File: config.mk
export PLATFORM = sky130hd
export DESIGN_NAME = mem_access_flat
export DESIGN_NICKNAME = d
export VERILOG_FILES = /design/src/rtl/mem_access_if.sv /design/src/rtl/mem_access.sv /design/src/flat_wrapper.sv
export SDC_FILE = /design/constraint.sdc
export NUM_CORES = 1
export LEC_CHECK = 0
export ABC_AREA = 1
export CORE_MARGIN = 2
export CORE_UTILIZATION = 35
export DETAILED_ROUTE_END_ITERATION = 10
export PLACE_DENSITY = 0.7
export SYNTH_ARGS = -nofsm -noshare
export SYNTH_HDL_FRONTEND = slang
export SYNTH_SLANG_ARGS = --single-unit
File: constraint.sdc
create_clock -name clock -period 2.65 [get_ports clock]
set_input_delay 0.53 -clock clock [delete_from_list [all_inputs] [get_ports clock]]
set_output_delay 0.53 -clock clock [all_outputs]
set_load 0.01 [all_outputs]
File: src/rtl/mem_access_if.sv
// Memory-side request/acknowledge bus of the MEM stage.
// A request is held stable until the memory returns Data_ack.
interface mem_access_if;
    logic        Data_req;
    logic        Data_rd;
    logic [15:0] Data_addr;
    logic [15:0] Data_din;
    logic [15:0] Data_dout;
    logic        Data_ack;

    modport master (
        output Data_req, Data_rd, Data_addr, Data_din,
        input  Data_dout, Data_ack
    );

    modport slave (
        input  Data_req, Data_rd, Data_addr, Data_din,
        output Data_dout, Data_ack
    );
endinterface

File: src/rtl/mem_access.sv
// MEM pipeline stage: runs LD/LDR/LDI/ST/STR/STI against a req/ack memory; done 2 edges after start (3 if indirect) plus waits.
// Backpressure: busy stalls the controller; a start while busy is dropped; the request holds until Data_ack.
module mem_access (
    input  logic        clock,
    input  logic        reset,
    input  logic        start,
    input  logic [15:0] IR_Exec,
    input  logic [15:0] addr_in,
    input  logic [15:0] M_Data,
    mem_access_if.master bus,
    output logic [15:0] memout,
    output logic        mem_valid,
    output logic        done,
    output logic        busy,
    output logic [15:0] IR_Mem
);
    localparam logic [3:0] OP_LD  = 4'b0010;
    localparam logic [3:0] OP_LDR = 4'b0110;
    localparam logic [3:0] OP_LDI = 4'b1010;
    localparam logic [3:0] OP_ST  = 4'b0011;
    localparam logic [3:0] OP_STR = 4'b0111;
    localparam logic [3:0] OP_STI = 4'b1011;

    typedef enum logic [1:0] {IDLE, READ, INDIRECT, WRITE} state_t;

    state_t      state_q, state_d;
    logic [15:0] addr_q, addr_d;
    logic [15:0] data_q, data_d;
    logic [15:0] ir_d;
    logic [15:0] memout_d;
    logic        req_q, req_d;
    logic        valid_d, done_d;

    always_ff @(posedge clock or negedge reset) begin
        if (!reset) state_q <= IDLE;
        else        state_q <= state_d;
    end

    // Data_req rises one edge after entering a bus state; ack is only honoured once it is up.
    always_comb begin
        state_d  = state_q;
        addr_d   = addr_q;
        data_d   = data_q;
        ir_d     = IR_Mem;
        memout_d = memout;
        req_d    = req_q;
        valid_d  = 1'b0;
        done_d   = 1'b0;
        case (state_q)
            IDLE: begin
                req_d = 1'b0;
                if (start) begin
                    case (IR_Exec[15:12])
                        OP_LD, OP_LDR:  state_d = READ;
                        OP_LDI, OP_STI: state_d = INDIRECT;
                        OP_ST, OP_STR:  state_d = WRITE;
                        default:        state_d = IDLE;
                    endcase
                    if (state_d != IDLE) begin
                        addr_d = addr_in;
                        data_d = M_Data;
                        ir_d   = IR_Exec;
                    end
                end
            end
            READ: begin
                req_d = 1'b1;
                if (req_q && bus.Data_ack) begin
                    memout_d = bus.Data_dout;
                    valid_d  = 1'b1;
                    done_d   = 1'b1;
                    req_d    = 1'b0;
                    state_d  = IDLE;
                end
            end
            INDIRECT: begin
                req_d = 1'b1;
                if (req_q && bus.Data_ack) begin
                    addr_d  = bus.Data_dout;
                    state_d = (IR_Mem[15:12] == OP_LDI) ? READ : WRITE;
                end
            end
            WRITE: begin
                req_d = 1'b1;
                if (req_q && bus.Data_ack) begin
                    done_d  = 1'b1;
                    req_d   = 1'b0;
                    state_d = IDLE;
                end
            end
            default: state_d = IDLE;
        endcase
    end

    always_ff @(posedge clock or negedge reset) begin
        if (!reset) begin
            addr_q    <= 16'h0;
            data_q    <= 16'h0;
            IR_Mem    <= 16'h0;
            memout    <= 16'h0;
            req_q     <= 1'b0;
            mem_valid <= 1'b0;
            done      <= 1'b0;
        end else begin
            addr_q    <= addr_d;
            data_q    <= data_d;
            IR_Mem    <= ir_d;
            memout    <= memout_d;
            req_q     <= req_d;
            mem_valid <= valid_d;
            done      <= done_d;
        end
    end

    assign bus.Data_req  = req_q;
    assign bus.Data_rd   = (state_q == READ) || (state_q == INDIRECT);
    assign bus.Data_addr = (state_q != IDLE) ? addr_q : 16'h0;
    assign bus.Data_din  = (state_q == WRITE) ? data_q : 16'h0;
    assign busy          = (state_q != IDLE);
endmodule
File: src/flat_wrapper.sv
// flat-port wrapper written by rule: the top's interface ports become plain ports
module mem_access_flat 
  (clock, reset, start, IR_Exec, addr_in, M_Data, memout, mem_valid, done, busy, IR_Mem, bus_Data_req, bus_Data_rd, bus_Data_addr, bus_Data_din, bus_Data_dout, bus_Data_ack);
  mem_access_if bus_i ();
  input  logic clock;
  input  logic reset;
  input  logic start;
  input  logic [15:0] IR_Exec;
  input  logic [15:0] addr_in;
  input  logic [15:0] M_Data;
  output logic [15:0] memout;
  output logic mem_valid;
  output logic done;
  output logic busy;
  output logic [15:0] IR_Mem;
  output wire logic [$bits(bus_i.Data_req)-1:0] bus_Data_req;
  output wire logic [$bits(bus_i.Data_rd)-1:0] bus_Data_rd;
  output wire logic [$bits(bus_i.Data_addr)-1:0] bus_Data_addr;
  output wire logic [$bits(bus_i.Data_din)-1:0] bus_Data_din;
  input wire logic [$bits(bus_i.Data_dout)-1:0] bus_Data_dout;
  input wire logic [$bits(bus_i.Data_ack)-1:0] bus_Data_ack;
  assign bus_Data_req = bus_i.Data_req;
  assign bus_Data_rd = bus_i.Data_rd;
  assign bus_Data_addr = bus_i.Data_addr;
  assign bus_Data_din = bus_i.Data_din;
  assign bus_i.Data_dout = bus_Data_dout;
  assign bus_i.Data_ack = bus_Data_ack;
  mem_access u_core (.clock(clock), .reset(reset), .start(start), .IR_Exec(IR_Exec), .addr_in(addr_in), .M_Data(M_Data), .bus(bus_i), .memout(memout), .mem_valid(mem_valid), .done(done), .busy(busy), .IR_Mem(IR_Mem));
endmodule
==> results of run 1 <==
-- what timing repair did --
action | in CTS | in global routing
buffers inserted | 0 | 1
resized for setup | 0 | 1
hold endpoints to repair | 0 | 0
endpoints found under the setup margin | 0 | 1
-- metrics by stage --
step           worst slack, ns  util, %
2_1_floorplan            0.906        -
3_3_place_gp             0.521     51.1
3_5_place_dp             0.471     51.1
4_1_cts                 0.0900     53.2
5_1_grt                 0.0287     53.3
6_report                 0.109     53.3
-- cells in the final DEF, fill, tap and decap left out, types with 2 or more instances in the layout --
cell             count
o21ai_0             29
inv_2                3
inv_1               51
nand2_4              2
buf_4                5
nor2_4               2
clkinvlp_4           2
clkbuf_8             9
clkdlybuf4s50_1    135
nand2_2              2
nand3_1             20
dfrtp_1             69
nor2_1              20
ha_1                 4
nand2_1            201
clkinv_2             2
-- synth_stat cells (all sizes together) --
master    n
o21ai    29
inv      55
or2       1
nor2     23
ha        4
nand2   205
clkbuf    2
nand3    21
a21oi     1
dfrtp    69
buf      16
-- path summary, 6_finish.rpt --
path                       cells after the start  slack (ns)                       endpoint                          start
setup / recovery                               5        0.11               bus_Data_addr[8]  u_core.state_q[0]$_DFFE_PN0P_
hold / removal                                 1        0.30  u_core.addr_q[13]$_DFFE_PN0P_                          reset
setup reg to reg                               9        0.67   u_core.IR_Mem[7]$_DFFE_PN0P_  u_core.state_q[0]$_DFFE_PN0P_
hold reg to reg                                2        0.47   u_core.addr_q[9]$_DFFE_PN0P_   u_core.addr_q[9]$_DFFE_PN0P_
max in group asynchronous                      1        1.78  u_core.IR_Mem[14]$_DFFE_PN0P_                          reset
min in group clock                             2        0.47   u_core.addr_q[9]$_DFFE_PN0P_   u_core.addr_q[9]$_DFFE_PN0P_
-- layer usage --
layer | part of all wire, % | up-vias
met3 | 4.5 | 9
met4 | 1.3 | 0
met5 | 0 | -
met2 | 46 | 70
met1 | 48 | 1354
li1 | - | 1537
-- state kept, by name, indices dropped and copies added (netlist names) --
register / flops
u_core.addr_q: 16
u_core.state_q: 2
u_core.done: 1
u_core.memout: 16
u_core.data_q: 16
u_core.mem_valid: 1
u_core.IR_Mem: 16
u_core.bus.Data_req: 1
-- cell type report --
cell class	count	area, um2	area share, %
Sequential cell	69	1730	35.4
Timing Repair Buffer	140	1390	28.5
Multi-Input combinational cell	284	1220	25.0
Inverter	55	209	4.29
Tap cell	111	139	2.85
Clock buffer	10	128	2.62
Clock inverter	6	63.8	1.31
-- cells by family (layout without fill, tap and decap cells) --
group / after synthesis / after routing
AND/OR/NAND/NOR: 250 / 250
buffers and inverters: 73 / 211
flip-flops: 69 / 69
AO/OA/AOI/OAI: 30 / 30
adder cells (fa/ha/maj): 4 / 4
-- power by group through the flow --
| stage | Clock [mW] | Sequential, mW | Combinational [mW] |
|---|---|---|---|
| after global routing | 0.907 | 1.89 | 2.25 |
| final | 0.833 | 1.82 | 2.01 |
| after floorplan | 0 | 1.90 | 0.932 |
| after global placement | 0 | 1.81 | 1.99 |
| after detailed placement | 0 | 1.83 | 2.03 |
| after CTS | 0.859 | 1.82 | 2.03 |
==> flow_summary.json, run 1 <==
{
  "dp_hpwl_um": 6530,
  "fmax_ghz": 0.394,
  "cts_hold_buf": 0,
  "antenna_found_initial": 0,
  "cp_num_buf_inv": 3,
  "cp_slowest_cell": "clkdlybuf4s50_1",
  "first_iter_violations": 109,
  "final_area_um2": 4880,
  "cts_tree": "done",
  "use_met2_pct": 28.2,
  "sequentialPowerShare_pct": 38.9,
  "fin_tns_setup_ns": 0,
  "ant_nets": 0,
  "report.power.total_mw": 4.66,
  "synth_area_leaders": "dfrtp_1 53%, nand2_1 23%, inv_1 5.8%",
  "clkPwrFrac_pct": 17.9,
  "cp_max_fo": 21,
  "gp_congestion": 0.805,
  "start_util_pct": 35.9,
  "combPwrFrac_pct": 43.2,
  "min_period_over_period_pct": 95.9,
  "drc": 0,
  "cp-end-kind": "primary output",
  "synth_fa_ha_area_share_pct": 1.52,
  "cts-root-buf": "clkbuf_8",
  "n_antenna_cell": 0,
  "clkSinkCount": 69,
  "layout.cells.non_filler": 675,
  "syn_avg_cell_area_um2": 7.71,
  "status": "complete, no violations",
  "chipHeight_um": 101,
  "via_count": 2970,
  "top_level_ports": 137,
  "synth_cell_type_count": 20,
  "cp_top_family": "buffers and inverters",
  "num_rows": 35,
  "rsz0062_at_grt": "no",
  "crit_required_ns": 2.12,
  "place_inst": 658,
  "slowest_delay_ns": 0.57,
  "first_pass_iters": 4,
  "swShare_pct": 36.1,
  "syn_inst": 426,
  "yosysWarnings": 0,
  "yosysTopAreaCell": "dfrtp_1",
  "maxCapViolCount": 0,
  "path_class": "flip-flop to primary output",
  "numCtsBuffers": 9,
  "synthesis.area_um2": 3280,
  "grt_util_met1_pct": 24.5,
  "crit_chain": "inv_1 -> ha_1 -> buf_4 -> nor2_1 -> clkdlybuf4s50_1",
  "hold_ws_ns": 0.297,
  "use_met3_pct": 4.44,
  "layout-drive-gt1-share_pct": 5.85,
  "hold_violations": 0,
  "grt_pass1_wl_um": 14100,
  "clk_transition_reported_paths_ns": 0.07,
  "die_area_um2": 10200,
  "synthSimpleGateAreaFrac_pct": 30.9,
  "synth-seq-area-share_pct": 52.6,
  "intPower_mw": 2.98,
  "synth_top_family_by_area": "simple AND/OR/NAND/NOR gates",
  "synth_xor_area_share_pct": 0,
  "grt_max_degree": 70,
  "synth.net_count": 498,
  "setup_viol_count_final": 0,
  "clk_latency_ns": 0.34,
  "top_usage_layer": "met2",
  "start_kind": "flip-flop",
  "die_x_um": 101,
  "io_buffer_count": 136,
  "fill_cells": 861,
  "synth_compound_area_share_pct": 4.69,
  "layout_min_cycle_time_ns": 2.54,
  "drt-wirelength-per-cell_um": 13.1,
  "max_slew_margin_pct": 41.5,
  "nets": 631,
  "synth_top_area_share_pct": 52.6,
  "routed_wl_um": 8820,
  "p_leak_nw": 2.53,
  "cp.arrival_ns": 2.01,
  "drv_slew": 0,
  "synth_mux_area_share_pct": 0,
  "max-vdd-ir-drop_mv": 0.421,
  "htree_levels": 3,
  "synth_seq_cells": 69,
  "p_sw_mw": 1.68,
  "skew_ns": 0.00469,
  "grt.total_usage_pct": 17.9,
  "dpl_cell_area_um2": 4670,
  "grt_pass1_vias": 2918,
  "worstMarginPinSlew_ns": 0.878,
  "vias_per_cell": 4.40,
  "hold_path_class": "primary input to async pin",
  "area_delta_synth_final_pct": 48.5,
  "power_density_nw_per_um2": 956,
  "core_area_um2": 9150,
  "ctsLongestPathBuffers": 2,
  "grt-ovfl-total": 0
}
Power figures use the tool's default switching activity.
==> run 2, diff against run 1 <==
--- a/config.mk
+++ b/config.mk
@@ -6,10 +6,12 @@
 export NUM_CORES = 1
 export LEC_CHECK = 0
 export ABC_AREA = 1
+export CORE_ASPECT_RATIO = 0.6
 export CORE_MARGIN = 2
 export CORE_UTILIZATION = 35
 export DETAILED_ROUTE_END_ITERATION = 10
 export PLACE_DENSITY = 0.7
+export SLEW_MARGIN = 20
 export SYNTH_ARGS = -nofsm -noshare
 export SYNTH_HDL_FRONTEND = slang
 export SYNTH_SLANG_ARGS = --single-unit
==> run 2 against run 1 <==
Net effect: fmax grew 0.23%; cell count grew 3.0%; utilization grew 1.5 points; final area grew 2.8%; flip-flop and latch count is the same; routed wire length grew 3.7%; worst hold slack lost 0.0074 ns; critical path type unchanged.
==> flow_summary.json, run 2 (same netlist as run 1, synthesis figures left out) <==
{
  "status": "complete, no violations",
  "gp_congestion": 0.800,
  "layout_min_cycle_time_ns": 2.53,
  "antenna_found_initial": 0,
  "nets": 632,
  "rsz0062_at_grt": "no",
  "setup_viol_count_final": 0,
  "cts_resized": 0,
  "grt-ovfl-total": 0,
  "cts_tree": "done",
  "cts-root-buf": "clkbuf_16",
  "hold_violations": 0,
  "place_inst": 677,
  "n_antenna_cell": 0,
  "crit_required_ns": 2.12,
  "clkSinkCount": 69,
  "routed_wl_um": 9140,
  "hold_ws_ns": 0.290,
  "r2r_slack_ns": 0.61,
  "area_delta_synth_final_pct": 52.7,
  "fmax_ghz": 0.395,
  "power_density_nw_per_um2": 1010,
  "via_count": 3032,
  "worstReg2RegStart": "u_core.state_q[1]$_DFFE_PN0P_",
  "clk_latency_ns": 0.33,
  "utilization_pct": 54.8,
  "numCtsBuffers": 9,
  "drt-wirelength-per-cell_um": 13.2,
  "p_leak_nw": 2.59,
  "path_class": "flip-flop to primary output",
  "dpl_cell_area_um2": 4700,
  "htree_levels": 3,
  "start_util_pct": 35.9,
  "core_area_um2": 9160,
  "skew_ns": 0.00657,
  "hold_path_class": "primary input to async pin",
  "die_x_um": 129,
  "layout-drive-gt1-share_pct": 6.02,
  "cp_max_fo": 17,
  "num_rows": 27,
  "min_period_over_period_pct": 95.7,
  "ant_nets": 0,
  "dp_hpwl_um": 6630,
  "ctsLongestPathBuffers": 2,
  "max-vdd-ir-drop_mv": 0.496,
  "fin_tns_setup_ns": 0,
  "die_area_um2": 10200,
  "mostFrequentLayoutCells": "201 x nand2_1, 135 x clkdlybuf4s50_1, 69 x dfrtp_1",
  "reg2reg_depth": 9,
  "start_kind": "flip-flop",
  "io_buffer_count": 136,
  "grt.total_usage_pct": 18.8,
  "grt_max_degree": 70,
  "final_area_um2": 5010,
  "maxCapViolCount": 0,
  "drc": 0,
  "first_pass_iters": 4,
  "max_slew_margin_pct": 41.3,
  "top_level_ports": 137,
  "crit_path_start": "u_core.state_q[0]$_DFFE_PN0P_",
  "drv_slew": 0,
  "worstMarginPinSlew_ns": 0.880,
  "cp-end-kind": "primary output",
  "first_iter_violations": 187,
  "grt_pass1_wl_um": 15000,
  "endpoint": "bus_Data_addr[12]",
  "final_common_cell": "nand2_1",
  "vias_per_cell": 4.36,
  "chipHeight_um": 79.0,
  "layout.cells.non_filler": 695,
  "grt_pass1_vias": 3057,
  "clk_transition_reported_paths_ns": 0.06,
  "r2r_end": "u_core.data_q[8]$_DFFE_PN0P_",
  "cp.arrival_ns": 2.00
}
==> run 2: cell count changes in the layout (fill, tap and decap cells not counted), sizes merged <==
cell | before | now
buf | 5 | 6
clkinv | 3 | 2
clkinvlp | 2 | 3
==> run 2: worst min path at each step <==
stage	from	end	slack (ns)	depth (start not counted)
after detailed placement	u_core.addr_q[13]$_DFFE_PN0P_	u_core.addr_q[13]$_DFFE_PN0P_	0.46	2
after global routing	reset	u_core.IR_Mem[2]$_DFFE_PN0P_	0.38	1
after global placement	u_core.addr_q[2]$_DFFE_PN0P_	u_core.addr_q[2]$_DFFE_PN0P_	0.46	2
final	reset	u_core.IR_Mem[4]$_DFFE_PN0P_	0.29	1
after floorplan	reset	u_core.IR_Mem[0]$_DFFE_PN0P_	0.23	0
after CTS	reset	u_core.IR_Mem[4]$_DFFE_PN0P_	0.35	1
==> run 2: cell type report <==
class,count,area [um2]
Sequential cell,69,1730
Fill cell,876,4140
Inverter,55,209
Tap cell,130,163
Clock buffer,10,239
Clock inverter,6,62.6
Timing Repair Buffer,141,1400
Multi-Input combinational cell,284,1220
==> run 2: where the power goes <==
| group | switching [mW] | leakage [nW] | internal, mW |
|---|---|---|---|
| clock network | 0.443 | 0.140 | 0.749 |
| logic | 1.05 | 1.58 | 1.02 |
| registers | 0.276 | 0.867 | 1.54 |
==> run 2: worst max-delay path, cell delays in order (launching register included) <==
cell             delay, ns
dfrtp_1               0.41
inv_1                 0.09
ha_1                  0.25
buf_4                 0.23
nor2_1                0.14
clkdlybuf4s50_1       0.54
==> run 2: per-stage QoR <==
| step | worst slack, ns | power (mW) |
|---|---|---|
| floorplan | 0.906 | 2.83 |
| global placement | 0.527 | 3.82 |
| detailed placement | 0.454 | 3.89 |
| CTS | 0.0967 | 5.12 |
| global route | 0.0129 | 5.46 |
| finish | 0.115 | 5.07 |
==> run 2: timing repair <==
action / in CTS / in global routing
buffers inserted: 0 / 2
endpoints found under the setup margin: 0 / 5
hold buffers: 0 / 0
==> run 2: per-layer routing <==
metal	share of wire [%]	track usage, %	vias up
met5	0	0	-
met4	1.1	5.43	0
met3	5.8	5.66	8
met2	45	29.1	81
met1	49	25.7	1401
li1	-	-	1542
